--- src/rtl/draw_sequencer.sv ---
// rtl/draw_sequencer.sv - SPI draw-command assembler and pixel write sequencer
// Optional 2x2 big-brush plotting is enabled by defining DRAW_BIG_BRUSH_EN.
module draw_sequencer #(
    parameter int H_ACT = 640,
    parameter int V_ACT = 480,
    parameter int CW    = 3
) (
    input  logic          clk,
    input  logic          reset,
    input  logic [7:0]    spi_byte,
    input  logic          spi_valid,
    input  logic          wr_grant,
    output logic [9:0]    x,
    output logic [9:0]    y,
    output logic [CW-1:0] newColor,
    output logic          brush,
    output logic          ready,
    output logic          busy,
    output logic          overrun
);

    typedef enum logic [2:0] {
        S_IDLE,
        S_GET_XL,
        S_GET_YL,
        S_GET_HI,
        S_WRITE,
        S_CLR
    } state_t;

    localparam logic [10:0] H_LIM  = 11'(H_ACT);
    localparam logic [10:0] V_LIM  = 11'(V_ACT);
    localparam logic [9:0]  X_LAST = 10'(H_ACT - 1);
    localparam logic [9:0]  Y_LAST = 10'(V_ACT - 1);

    state_t     state, state_nx;
    logic [9:0] hi_x, hi_y;
    logic       in_range;

    // Full coordinates as they will be once the high byte is latched.
    assign hi_x     = {spi_byte[1:0], x[7:0]};
    assign hi_y     = {spi_byte[3:2], y[7:0]};
    assign in_range = ({1'b0, hi_x} < H_LIM) && ({1'b0, hi_y} < V_LIM);

`ifdef DRAW_BIG_BRUSH_EN
    logic [9:0] bx, by;
    logic [1:0] sub;
    logic       big;
    logic       x_inc_ok, y_inc_ok;
    logic       blk_more;
    logic [1:0] blk_sub;

    assign x_inc_ok = ({1'b0, bx} + 11'd1) < H_LIM;
    assign y_inc_ok = ({1'b0, by} + 11'd1) < V_LIM;

    // Next in-range pixel of the 2x2 block; sub bit0 = +1 in x, bit1 = +1 in y.
    always_comb begin
        blk_more = 1'b0;
        blk_sub  = sub;
        if (big) begin
            case (sub)
                2'd0: begin
                    if (x_inc_ok) begin
                        blk_more = 1'b1;
                        blk_sub  = 2'd1;
                    end else if (y_inc_ok) begin
                        blk_more = 1'b1;
                        blk_sub  = 2'd2;
                    end
                end
                2'd1: begin
                    if (y_inc_ok) begin
                        blk_more = 1'b1;
                        blk_sub  = 2'd2;
                    end
                end
                2'd2: begin
                    if (x_inc_ok) begin
                        blk_more = 1'b1;
                        blk_sub  = 2'd3;
                    end
                end
                default: ;
            endcase
        end
    end
`endif

    always_ff @(posedge clk) begin
        if (reset) state <= S_IDLE;
        else       state <= state_nx;
    end

    always_comb begin
        state_nx = state;
        ready    = (state == S_WRITE) || (state == S_CLR);
        busy     = (state != S_IDLE);
        case (state)
            S_IDLE: begin
                if (spi_valid) begin
                    case (spi_byte[7:6])
                        2'b01:   state_nx = S_GET_XL;
                        2'b10:   state_nx = S_CLR;
                        default: state_nx = S_IDLE;
                    endcase
                end
            end
            S_GET_XL: if (spi_valid) state_nx = S_GET_YL;
            S_GET_YL: if (spi_valid) state_nx = S_GET_HI;
            S_GET_HI: if (spi_valid) state_nx = in_range ? S_WRITE : S_IDLE;
            S_WRITE: begin
`ifdef DRAW_BIG_BRUSH_EN
                if (wr_grant && !blk_more) state_nx = S_IDLE;
`else
                if (wr_grant) state_nx = S_IDLE;
`endif
            end
            S_CLR: if (wr_grant && x == X_LAST && y == Y_LAST) state_nx = S_IDLE;
            default: state_nx = S_IDLE;
        endcase
    end

    always_ff @(posedge clk) begin
        if (reset) begin
            x        <= '0;
            y        <= '0;
            newColor <= '0;
            brush    <= 1'b0;
            overrun  <= 1'b0;
`ifdef DRAW_BIG_BRUSH_EN
            bx       <= '0;
            by       <= '0;
            sub      <= '0;
            big      <= 1'b0;
`endif
        end else begin
            // Bytes cannot be consumed while the write port is owned; note the loss.
            if (spi_valid && (state == S_WRITE || state == S_CLR)) overrun <= 1'b1;
            case (state)
                S_IDLE: begin
                    if (spi_valid) begin
                        case (spi_byte[7:6])
                            2'b01: begin
                                newColor <= CW'(spi_byte[2:0]);
`ifdef DRAW_BIG_BRUSH_EN
                                big      <= brush;
                                sub      <= 2'd0;
`endif
                            end
                            2'b10: begin
                                newColor <= CW'(spi_byte[2:0]);
                                x        <= '0;
                                y        <= '0;
                            end
                            2'b11:   brush <= spi_byte[3];
                            default: ;
                        endcase
                    end
                end
                S_GET_XL: if (spi_valid) x[7:0] <= spi_byte;
                S_GET_YL: if (spi_valid) y[7:0] <= spi_byte;
                S_GET_HI: begin
                    if (spi_valid) begin
                        x[9:8] <= spi_byte[1:0];
                        y[9:8] <= spi_byte[3:2];
`ifdef DRAW_BIG_BRUSH_EN
                        bx     <= hi_x;
                        by     <= hi_y;
`endif
                    end
                end
                S_WRITE: begin
`ifdef DRAW_BIG_BRUSH_EN
                    if (wr_grant) begin
                        if (blk_more) begin
                            sub <= blk_sub;
                            x   <= blk_sub[0] ? bx + 10'd1 : bx;
                            y   <= blk_sub[1] ? by + 10'd1 : by;
                        end else begin
                            x   <= bx;
                            y   <= by;
                        end
                    end
`endif
                end
                S_CLR: begin
                    if (wr_grant) begin
                        if (x == X_LAST) begin
                            x <= '0;
                            y <= (y == Y_LAST) ? 10'd0 : y + 10'd1;
                        end else begin
                            x <= x + 10'd1;
                        end
                    end
                end
                default: ;
            endcase
        end
    end

endmodule

--- config.mk ---
export PLATFORM = sky130hd
export DESIGN_NAME = draw_sequencer
export DESIGN_NICKNAME = d
export VERILOG_FILES = /design/src/rtl/draw_sequencer.sv
export SDC_FILE = /design/constraint.sdc
export NUM_CORES = 1
export LEC_CHECK = 0
export BUFFER_PORTS_ARGS = -buffer_cell sky130_fd_sc_hd__buf_2
export CAP_MARGIN = 40
export CORE_MARGIN = 2
export CORE_UTILIZATION = 49
export DETAILED_ROUTE_END_ITERATION = 6
export PLACE_DENSITY = 0.76
export SYNTH_ARGS = -nofsm -noshare
export SYNTH_HDL_FRONTEND = slang
export SYNTH_SLANG_ARGS = --single-unit
--- constraint.sdc ---
create_clock -name clk -period 2.1 [get_ports clk]
set_input_delay 0.525 -clock clk [delete_from_list [all_inputs] [get_ports clk]]
set_output_delay 0.525 -clock clk [all_outputs]
set_load 0.01 [all_outputs]
; ---- Word level (Yosys, flattened, before mapping)
; Index checks and enable logic that the tools add are counted.
[word_totals]
reg_bits = 28
latchBits = 0
ramBits = 0
mem_bits_ro = 0
out_inout_bits = 27
elab_cells = 72
mem_count = 0
[classes]
addsub = 2
multipliers = 0
n_div = 0
order_cmp = 2
n_eq_ne = 19
shifts = 0
mux = 23
bitwise_logic = 0
n_reduce_logical = 18
[ops]
columns = cell, n
row1 = two-way mux 10 bit, 7
row2 = one-hot mux 8 bit (3 select lines), 2
row3 = two-way mux 3 bit, 7
row4 = "adder 10 x 1 -> 10 bit, second input constant", 2
row5 = one-hot mux 3 bit (6 select lines), 1
row6 = AND reduction 6 bit, 3
row7 = "inequality test 2 bit, second input constant", 8
row8 = one-hot mux 2 bit (3 select lines), 2
row9 = nonzero test 3 bit, 4
row10 = "equality test 10 bit, second input constant", 1
row11 = "equality test 10 x 9 -> 1 bit, second input constant", 1
row12 = "less-than comparator 10 bit, second input constant", 1
row13 = "less-than comparator 10 x 9 -> 1 bit, second input constant", 1
row14 = AND reduction 5 bit, 2
row15 = two-way mux 8 bit, 1
row16 = "equality test 3 x 2 -> 1 bit, second input constant", 2
row17 = "equality test 3 bit, second input constant", 2
row18 = one-hot mux 3 bit (2 select lines), 1
row19 = AND reduction 3 bit, 2
row20 = "equality test 2 bit, second input constant", 2
row21 = logical AND 1 bit, 4
row22 = two-way mux 2 bit, 2
row23 = "equality test 3 x 1 -> 1 bit, second input constant", 1
row24 = logical NOT 3 bit, 1
row25 = other kinds (4), 4

; ---- Logic depth before layout (Yosys ltp)
; Gate-level depths: netlist (run 1).
[depth]
ltp_word = 5
ltp_mapped = 8

; ---- Worst setup path before layout (run 1)
; No wires, ideal clock.
[synth_timing]
kind = input to register
from = in spi_byte[6]
to = reg x[9]
setup_ns = 0.142
arrival_ns = 1.930
setup_slack_ns = 0.028
path_stages = 7
path_buffers = 0
cell_sequence = inv_1 -> ha_1 -> or3b_1 -> a211o_1 -> and2_4 -> a222oi_1 -> a221oi_1
[synth_via]
elab_chain_cells = 3
[synth_lines]
columns = item, line
row1 = from (decl), 10  ; input logic [7:0] spi_byte,
row2 = equality test 2 bit, 142  ; case (spi_byte[7:6])
row3 = inequality test 2 x 1 -> 1 bit (no source line), --
row4 = AND reduction 5 bit (no source line), --
row5 = to (signal assigned), 164  ; x[9:8] <= spi_byte[1:0];
row6 = to (signal assigned), 192  ; x <= x + 10'd1;
row7 = to (decl), 13  ; output logic [9:0] x,
; Every way passes these cells.
; A chain may end at the register's enable or synchronous reset.

; ---- Worst setup path after layout (run 1)
; Ends and elaborated chain as after synthesis.

==> flow_summary.json, run 1 <==
{
  "ys_top_cells_by_area": "dfxtp_1 31%, nor2_1 5.1%, nand2_1 4.9%, o21ai_0 3.8%, a21oi_1 3.6%",
  "async_flop_share": 0,
  "crit_type": "in2reg",
  "clk_latency_ns": 0.28,
  "grt_pass1_wl_mm": 8.48,
  "slew_violations": 0,
  "vias": 1993,
  "area_delta_synth_final_pct": 21.1,
  "numPlacedInstances": 327,
  "syn_area_um2": 1820,
  "yosys_warnings": 0,
  "dp_hpwl_mm": 3.75,
  "die_x_um": 65.0,
  "drive_gt1_frac": 0.261,
  "met1_usage": 0.343,
  "tns_ns": 0,
  "portBuffers": 38,
  "fin_cells": 331,
  "syn_area_per_cell_um2": 7.76,
  "die_h_um": 65.0,
  "grt_pass1_vias": 1764,
  "wirelength_mm": 5.19,
  "cts_tree": "built",
  "min_path_type": "reg2reg",
  "antenna_found_initial": 0,
  "p_leak_uw": 0.000890,
  "placed_cell_area_um2": 2150,
  "tightest_slew_ns": 0.550,
  "final_cell_mix": "38 x buf_2, 27 x dfxtp_1, 25 x nor2_1",
  "hold_buffers": 0,
  "multi_input_area_um2": 1160,
  "io_pins": 39,
  "period_minus_slack_ns": 1.98,
  "drc_errors": 0,
  "crit_path_start_kind": "primary input",
  "setup_slack_ns": 0.122,
  "ys_ff_latch": 28,
  "yosys.area.top_type": "dfxtp_1",
  "initial_utilization": 0.506,
  "layout_commonest_cell": "buf_2",
  "final_cell_area_um2": 2210,
  "grt-ovfl-total": 0,
  "setup_violations": 0,
  "post_cts_buffers": 0,
  "wire_per_inst_um": 15.7,
  "die_area_um2": 4230,
  "max_clock_freq_mhz": 506,
  "seq_area_um2": 562,
  "cap_viol_max_count": 0,
  "htreeDepth": 1,
  "globalplace.congestion": 0.946,
  "core-area_um2": 3610,
  "via_per_inst": 6.02,
  "power.density_nw_per_um2": 516,
  "rsz0062_at_grt": "no",
  "clock-sinks": 28,
  "clk_path_buf_depth": 2,
  "synth_edf_count": 0,
  "antennaDiodeCount": 0,
  "ant_nets": 0,
  "place_ws_ns": -0.162,
  "synth_cell_types": 51,
  "syn-num-nets": 252,
  "synth.top_cell.area_share": 0.307,
  "hold_violations": 0,
  "grt_util_met2": 0.407,
  "arrival_ns": 2.14,
  "drt-pass1-iter-count": 6,
  "relSlewSlack": 0.630,
  "gr-usage-met3": 0.0781,
  "endpoint_kind": "register",
  "ir_drop_mv": 0.664,
  "root_buffer": "clkbuf_8",
  "initialDrtViolationCount": 191,
  "status": "complete, no violations",
  "grt_start_max_net_pins": 25,
  "grt.busiest_layer": "met2",
  "grt_use_total": 0.255,
  "worst_clock_skew_ns": 0.00257,
  "clk_pin_slew_ns": 0.10,
  "synth_ff_type": "dfxtp_1",
  "required_ns": 2.26,
  "synth-seq-area-share": 0.307,
  "numCtsBuffers": 3,
  "final_nets": 301,
  "cts.repair.resized": 0,
  "cp_max_fo": 4,
  "period_share": 0.942,
  "syn_inst": 235,
  "nFillCells": 340,
  "row_count": 22
}
cells in the mapped netlist (all sizes together) (2+ instances only):
master	count
o21a	2
nor4	3
a31oi	2
o31ai	7
a22oi	7
inv	13
nor3	9
a32o	3
clkbuf	8
nor2	25
o2bb2ai	4
o21ai	15
nand4	3
xnor2	2
a211oi	5
mux2i	4
nand2	24
nor2b	3
nand3	10
dfxtp	28
nor3b	3
or2	2
o22ai	3
o41ai	2
a32oi	2
a21oi	15
buf	4
and3	3
and3b	2
or3b	2
xor2	2
nand3b	2
or3	2
ha	5
worst paths after layout:
kind / start / end / slack, ns / depth (start not counted)
worst max-delay path: spi_byte[6] / x[9] / 0.12 / 8
worst min-delay path: overrun / overrun / 0.47 / 2
worst max register to register: x[1] / y[4] / 0.14 / 6
worst min register to register: overrun / overrun / 0.47 / 2
per-stage QoR:
step,hold WS (ns),total power (uW),util
finish,0.474,1140,0.612
global route,0.537,1210,0.612
CTS,0.482,1150,0.611
detailed placement,0.459,807,0.595
global placement,0.444,804,0.595
floorplan,0.505,725,-
cell type report:
| class | count | share of cell area |
|---|---|---|
| clock buffer | 4 | 0.0249 |
| inverter | 13 | 0.0221 |
| sequential | 28 | 0.254 |
| tap | 48 | 0.0272 |
| timing repair buffer | 56 | 0.147 |
| multi-input combinational | 182 | 0.524 |
worst max-delay path: stages:
cell      delay [ns]
buf_2           0.11
inv_1           0.08
ha_1            0.19
or3b_1          0.35
a211o_1         0.27
and2_4          0.17
a222oi_1        0.32
a221oi_1        0.12
flip-flops by register name, summed over array words and instances, names as in the netlist:
name	count
brush	1
newColor	3
overrun	1
state	3
x	10
y	10
layer usage:
| layer | share of wire | vias to the layer above |
|---|---|---|
| met5 | 0 | - |
| met4 | 0.014 | 0 |
| met3 | 0.11 | 8 |
| met2 | 0.46 | 104 |
| met1 | 0.42 | 920 |
| li1 | - | 961 |
power by group:
group          leakage, uW  internal, uW  switching, uW
clock            0.0000288           168            171
combinational     0.000634          97.0            127
sequential        0.000227           549           27.7
total             0.000890           814            326
cells by family (layout without fill, tap and decap cells):
group	Yosys count	in the layout	synth area share
AND/OR/NAND/NOR	96	96	0.275
AO/OA/AOI/OAI	73	73	0.281
flip-flops	28	28	0.307
buffers and inverters	25	73	0.0610
adder cells (fa/ha/maj)	5	5	0.0343
XOR/XNOR	4	4	0.0192
multiplexers	4	4	0.0219
Power figures use the tool's default switching activity.
==> run 2: changes to the inputs <==
--- a/config.mk
+++ b/config.mk
@@ -6,11 +6,10 @@
 export NUM_CORES = 1
 export LEC_CHECK = 0
 export BUFFER_PORTS_ARGS = -buffer_cell sky130_fd_sc_hd__buf_2
-export CAP_MARGIN = 40
 export CORE_MARGIN = 2
-export CORE_UTILIZATION = 49
+export CORE_UTILIZATION = 55
 export DETAILED_ROUTE_END_ITERATION = 6
-export PLACE_DENSITY = 0.76
+export PLACE_DENSITY = 0.8
 export SYNTH_ARGS = -nofsm -noshare
 export SYNTH_HDL_FRONTEND = slang
 export SYNTH_SLANG_ARGS = --single-unit
==> constraint.sdc (replaced) <==
create_clock -name clk -period 2.3 [get_ports clk]
set_input_delay 0.575 -clock clk [delete_from_list [all_inputs] [get_ports clk]]
set_output_delay 0.575 -clock clk [all_outputs]
set_load 0.01 [all_outputs]
==> flow_summary.json, run 2 (synthesized netlist as in run 1, its figures left out) <==
{
  "slew_violations": 0,
  "wirelength_mm": 4.82,
  "drive_gt1_frac": 0.233,
  "antenna_found_initial": 0,
  "layout_commonest_cell": "buf_2",
  "htreeDepth": 1,
  "drt-pass1-iter-count": 5,
  "tightest_slew_ns": 0.533,
  "cp_max_fo": 10,
  "crit_type": "reg2out",
  "globalplace.congestion": 0.918,
  "grt.busiest_layer": "met2",
  "portBuffers": 38,
  "cts.repair.resized": 0,
  "p_leak_uw": 0.000837,
  "r2r_start": "state[0]",
  "vias": 1919,
  "grt-ovfl-total": 0,
  "final_cell_mix": "38 x buf_2, 28 x dfxtp_1, 25 x nor2_1",
  "p_int_uw": 646,
  "grt_start_max_net_pins": 27,
  "placed_cell_area_um2": 2090,
  "cap_viol_max_count": 0,
  "ir_drop_mv": 0.290,
  "core-area_um2": 3100,
  "endpoint_kind": "output pin",
  "grt_pass1_vias": 1714,
  "grt_util_met2": 0.435,
  "setup_violations": 0,
  "hold_violations": 0,
  "seqPwrFrac": 0.566,
  "dp_hpwl_mm": 3.55,
  "switching_share": 0.303,
  "switchingPower_uw": 281,
  "die_area_um2": 3790,
  "root_buffer": "clkbuf_4",
  "period_share": 0.923,
  "clk_latency_ns": 0.34,
  "max_clock_freq_mhz": 471,
  "required_ns": 1.73,
  "final_cell_area_um2": 2110,
  "met1_usage": 0.369,
  "gr-usage-met3": 0.0378,
  "via_per_inst": 6.02,
  "cts_tree": "built",
  "critical-path-slowest-cell": "dfxtp_1",
  "critPathBufInv": 3,
  "initialDrtViolationCount": 169,
  "path_cells": "buf_4, nor3_1, inv_1, buf_2",
  "post_cts_buffers": 0,
  "min_path_type": "reg2reg",
  "numCtsBuffers": 3,
  "worst_clock_skew_ns": 0.00707,
  "drc_errors": 0,
  "holdWs_ns": 0.490,
  "hold_buffers": 0,
  "clk_pin_slew_ns": 0.15,
  "area_delta_synth_final_pct": 15.8,
  "ant_nets": 0,
  "p_comb_frac": 0.212,
  "crit_path_start_kind": "register",
  "crit_path_start": "state[1]",
  "crit_path_max_incr_delay_ns": 0.41,
  "finalPower_uw": 927,
  "rsz0062_at_grt": "no",
  "grt_pass1_wl_mm": 7.78,
  "clock-sinks": 28,
  "clk_path_buf_depth": 2,
  "rrSetupSlack_ns": 0.32,
  "status": "complete, no violations",
  "die_h_um": 61.6,
  "die_x_um": 61.6,
  "relSlewSlack": 0.643,
  "final_nets": 294,
  "wire_per_inst_um": 15.1,
  "period_minus_slack_ns": 2.12,
  "row_count": 20,
  "fin_util": 0.681,
  "antennaDiodeCount": 0,
  "reg.largest.list": "x x10, y x10",
  "arrival_ns": 1.55,
  "power.density_nw_per_um2": 439,
  "cp_top_family": "buffers and inverters",
  "io_pins": 39,
  "worstHoldStart": "overrun",
  "clockPowerShare": 0.221,
  "initial_utilization": 0.588,
  "grt_use_total": 0.275
}
## run 2: routing by layer
layer	vias to the layer above	wire, um
met5	-	0
met4	0	117
met3	16	340
met2	90	2190
met1	864	2180
li1	949	-
## run 2: per-stage QoR
stage          instances  setup WS [ns]  TNS (ns)
4_1_cts              319          0.193         0
3_5_place_dp         316        -0.0685   -0.0685
3_3_place_gp         316        0.00328         0
5_1_grt              319         0.0358         0
2_1_floorplan        235          0.178         0
6_report             319          0.176         0
## run 2: cell type report
type	instances	area, um^2
clock buffers	3	22.5
fillers	303	991
flip-flops and latches	28	561
inverters	13	48.8
repair buffers	49	273
well taps	44	55.1
multi-input cells	182	1150
## run 2: power by group through the flow
stage                     combinational, uW  sequential [uW]  clock, uW
final                                   197              525        205
after global routing                    219              529        224
after CTS                               196              525        213
after detailed placement                194              536          0
after global placement                  192              535          0
after floorplan                         131              531          0
## run 2: final timing paths
kind	cells past startpoint	end
max	4	busy
min reg2reg	2	overrun
min	2	overrun
max reg2reg	5	y[4]
## run 2: worst reg2reg max path: stages, from the launching register on
cell	delay, ns
dfxtp_1	0.63
and3b_1	0.40
a32o_1	0.25
nor2b_4	0.31
a21oi_2	0.08
a311oi_1	0.23
==> run 3: changes to the inputs <==
--- a/config.mk
+++ b/config.mk
@@ -7,9 +7,9 @@
 export LEC_CHECK = 0
 export BUFFER_PORTS_ARGS = -buffer_cell sky130_fd_sc_hd__buf_2
 export CORE_MARGIN = 2
-export CORE_UTILIZATION = 55
+export CORE_UTILIZATION = 45
 export DETAILED_ROUTE_END_ITERATION = 6
-export PLACE_DENSITY = 0.8
+export PLACE_DENSITY = 0.68
 export SYNTH_ARGS = -nofsm -noshare
 export SYNTH_HDL_FRONTEND = slang
 export SYNTH_SLANG_ARGS = --single-unit
==> flow_summary.json, run 3 (synthesized netlist as in run 1, its figures left out) <==
{
  "power.density_nw_per_um2": 478,
  "critPathBufInv": 2,
  "min_path_type": "reg2reg",
  "drive_gt1_frac": 0.244,
  "grt-ovfl-total": 0,
  "root_buffer": "clkbuf_8",
  "worstHoldStart": "overrun",
  "cp_top_family": "compound AO/OA/AOI/OAI gates",
  "numPlacedInstances": 325,
  "placed_cell_area_um2": 2120,
  "crit_type": "in2reg",
  "io_pins": 39,
  "crit_path_max_incr_delay_ns": 0.35,
  "final_nets": 297,
  "critical-path-slowest-cell": "or3b_1",
  "cts_tree": "built",
  "post_cts_buffers": 0,
  "endpoint_kind": "register",
  "drc_errors": 0,
  "rsz0062_at_grt": "no",
  "hold_buffers": 0,
  "rr_worst_depth": 6,
  "cp_max_fo": 4,
  "crit_path_start_kind": "primary input",
  "status": "complete, no violations",
  "initialDrtViolationCount": 187,
  "die_h_um": 67.7,
  "via_per_inst": 5.78,
  "min_path_cells": 2,
  "wirelength_mm": 5.01,
  "core-area_um2": 3940,
  "grt_use_total": 0.232,
  "grt_start_max_net_pins": 22,
  "cts.repair.resized": 0,
  "antenna_found_initial": 0,
  "antennaDiodeCount": 0,
  "relSlewSlack": 0.626,
  "max_clock_freq_mhz": 488,
  "rrSetupSlack_ns": 0.38,
  "die_x_um": 67.7,
  "slew_violations": 0,
  "timing.rr.end": "y[4]",
  "layout_commonest_cell": "buf_2",
  "period_minus_slack_ns": 2.05,
  "grt_pass1_vias": 1646,
  "initial_utilization": 0.463,
  "fin_util": 0.552,
  "path_cells": "buf_2, inv_1, ha_1, or3b_1, a211o_1, and2_4, a222oi_1, a221oi_1",
  "hold_violations": 0,
  "clk_latency_ns": 0.28,
  "portBuffers": 38,
  "globalplace.congestion": 0.833,
  "r2r_start": "x[1]",
  "wire_per_inst_um": 15.2,
  "tightest_slew_ns": 0.558,
  "setup_violations": 0,
  "period_share": 0.891,
  "clk_pin_slew_ns": 0.10,
  "area_delta_synth_final_pct": 19.2,
  "p_leak_uw": 0.000868,
  "grt_pass1_wl_mm": 8.02,
  "dp_hpwl_mm": 3.74,
  "whs_endpoint": "overrun",
  "worst_clock_skew_ns": 0.00727,
  "final_cell_area_um2": 2170,
  "ir_drop_mv": 0.471,
  "clk_path_buf_depth": 2,
  "clock-sinks": 28,
  "fin_cells": 329,
  "die_area_um2": 4580,
  "reg.largest.list": "x x10, y x10",
  "numCtsBuffers": 3,
  "nFillCells": 368,
  "final_cell_mix": "38 x buf_2, 28 x dfxtp_1, 25 x nor2_1",
  "row_count": 23,
  "htreeDepth": 1,
  "required_ns": 2.46,
  "ant_nets": 0,
  "vias": 1901,
  "cap_viol_max_count": 0,
  "arrival_ns": 2.20,
  "drt-pass1-iter-count": 5
}
-- run 3: changes by cell type in the layout (fill, tap and decap cells not counted) --
cell      before  now
clkbuf_4       3    0
clkbuf_8       0    4
buf_4         11   14
-- run 3: through the flow --
step	hold WS [ns]	setup WS (ns)	total power (uW)	TNS, ns
after floorplan	0.505	0.178	662	0
after global placement	0.461	0.0250	733	0
after detailed placement	0.457	-0.0254	734	-0.0254
after CTS	0.490	0.272	1050	0
after global routing	0.515	0.163	1090	0
final	0.491	0.252	1040	0
-- run 3: area by class of cell --
type	instances	area (um^2)	share of cell area
inverters	13	48.8	0.0224
multi-input cells	182	1150	0.530
repair buffers	52	295	0.136
flip-flops and latches	28	561	0.258
clock buffers	4	55.1	0.0253
well taps	50	62.6	0.0288
-- run 3: worst max path at each step --
| stage | from | end | slack (ns) | cells past startpoint |
|---|---|---|---|---|
| after floorplan | spi_byte[6] | x[9] | 0.18 | 7 |
| final | spi_byte[6] | x[9] | 0.25 | 8 |
| after detailed placement | spi_byte[6] | x[9] | -0.03 | 8 |
| after global routing | state[2] | busy | 0.16 | 4 |
| after CTS | spi_byte[6] | x[9] | 0.27 | 8 |
| after global placement | spi_byte[6] | x[9] | 0.02 | 8 |
-- run 3: layer usage --
layer / up-vias / wire length (um) / GRT usage
met4: 0 / 19 / 0.0408
met3: 2 / 372 / 0.0500
met5: - / 0 / 0
met2: 76 / 2250 / 0.379
li1: 960 / - / -
met1: 863 / 2360 / 0.316
-- run 3: where the power goes --
part | leakage [uW] | internal [uW] | switching [uW]
registers | 0.000227 | 501 | 23.0
clock network | 0.0000288 | 154 | 162
logic | 0.000612 | 85.0 | 117
total | 0.000868 | 739 | 301
-- run 3: worst register-to-register path, delay by kind of cell (launching register included) --
kind / cells / cell delay [ns]
AOI/OAI and AO/OA: 3 / 0.76
adders and majority gates: 1 / 0.22
and+or+nand+nor: 2 / 0.47
DFF: 1 / 0.39
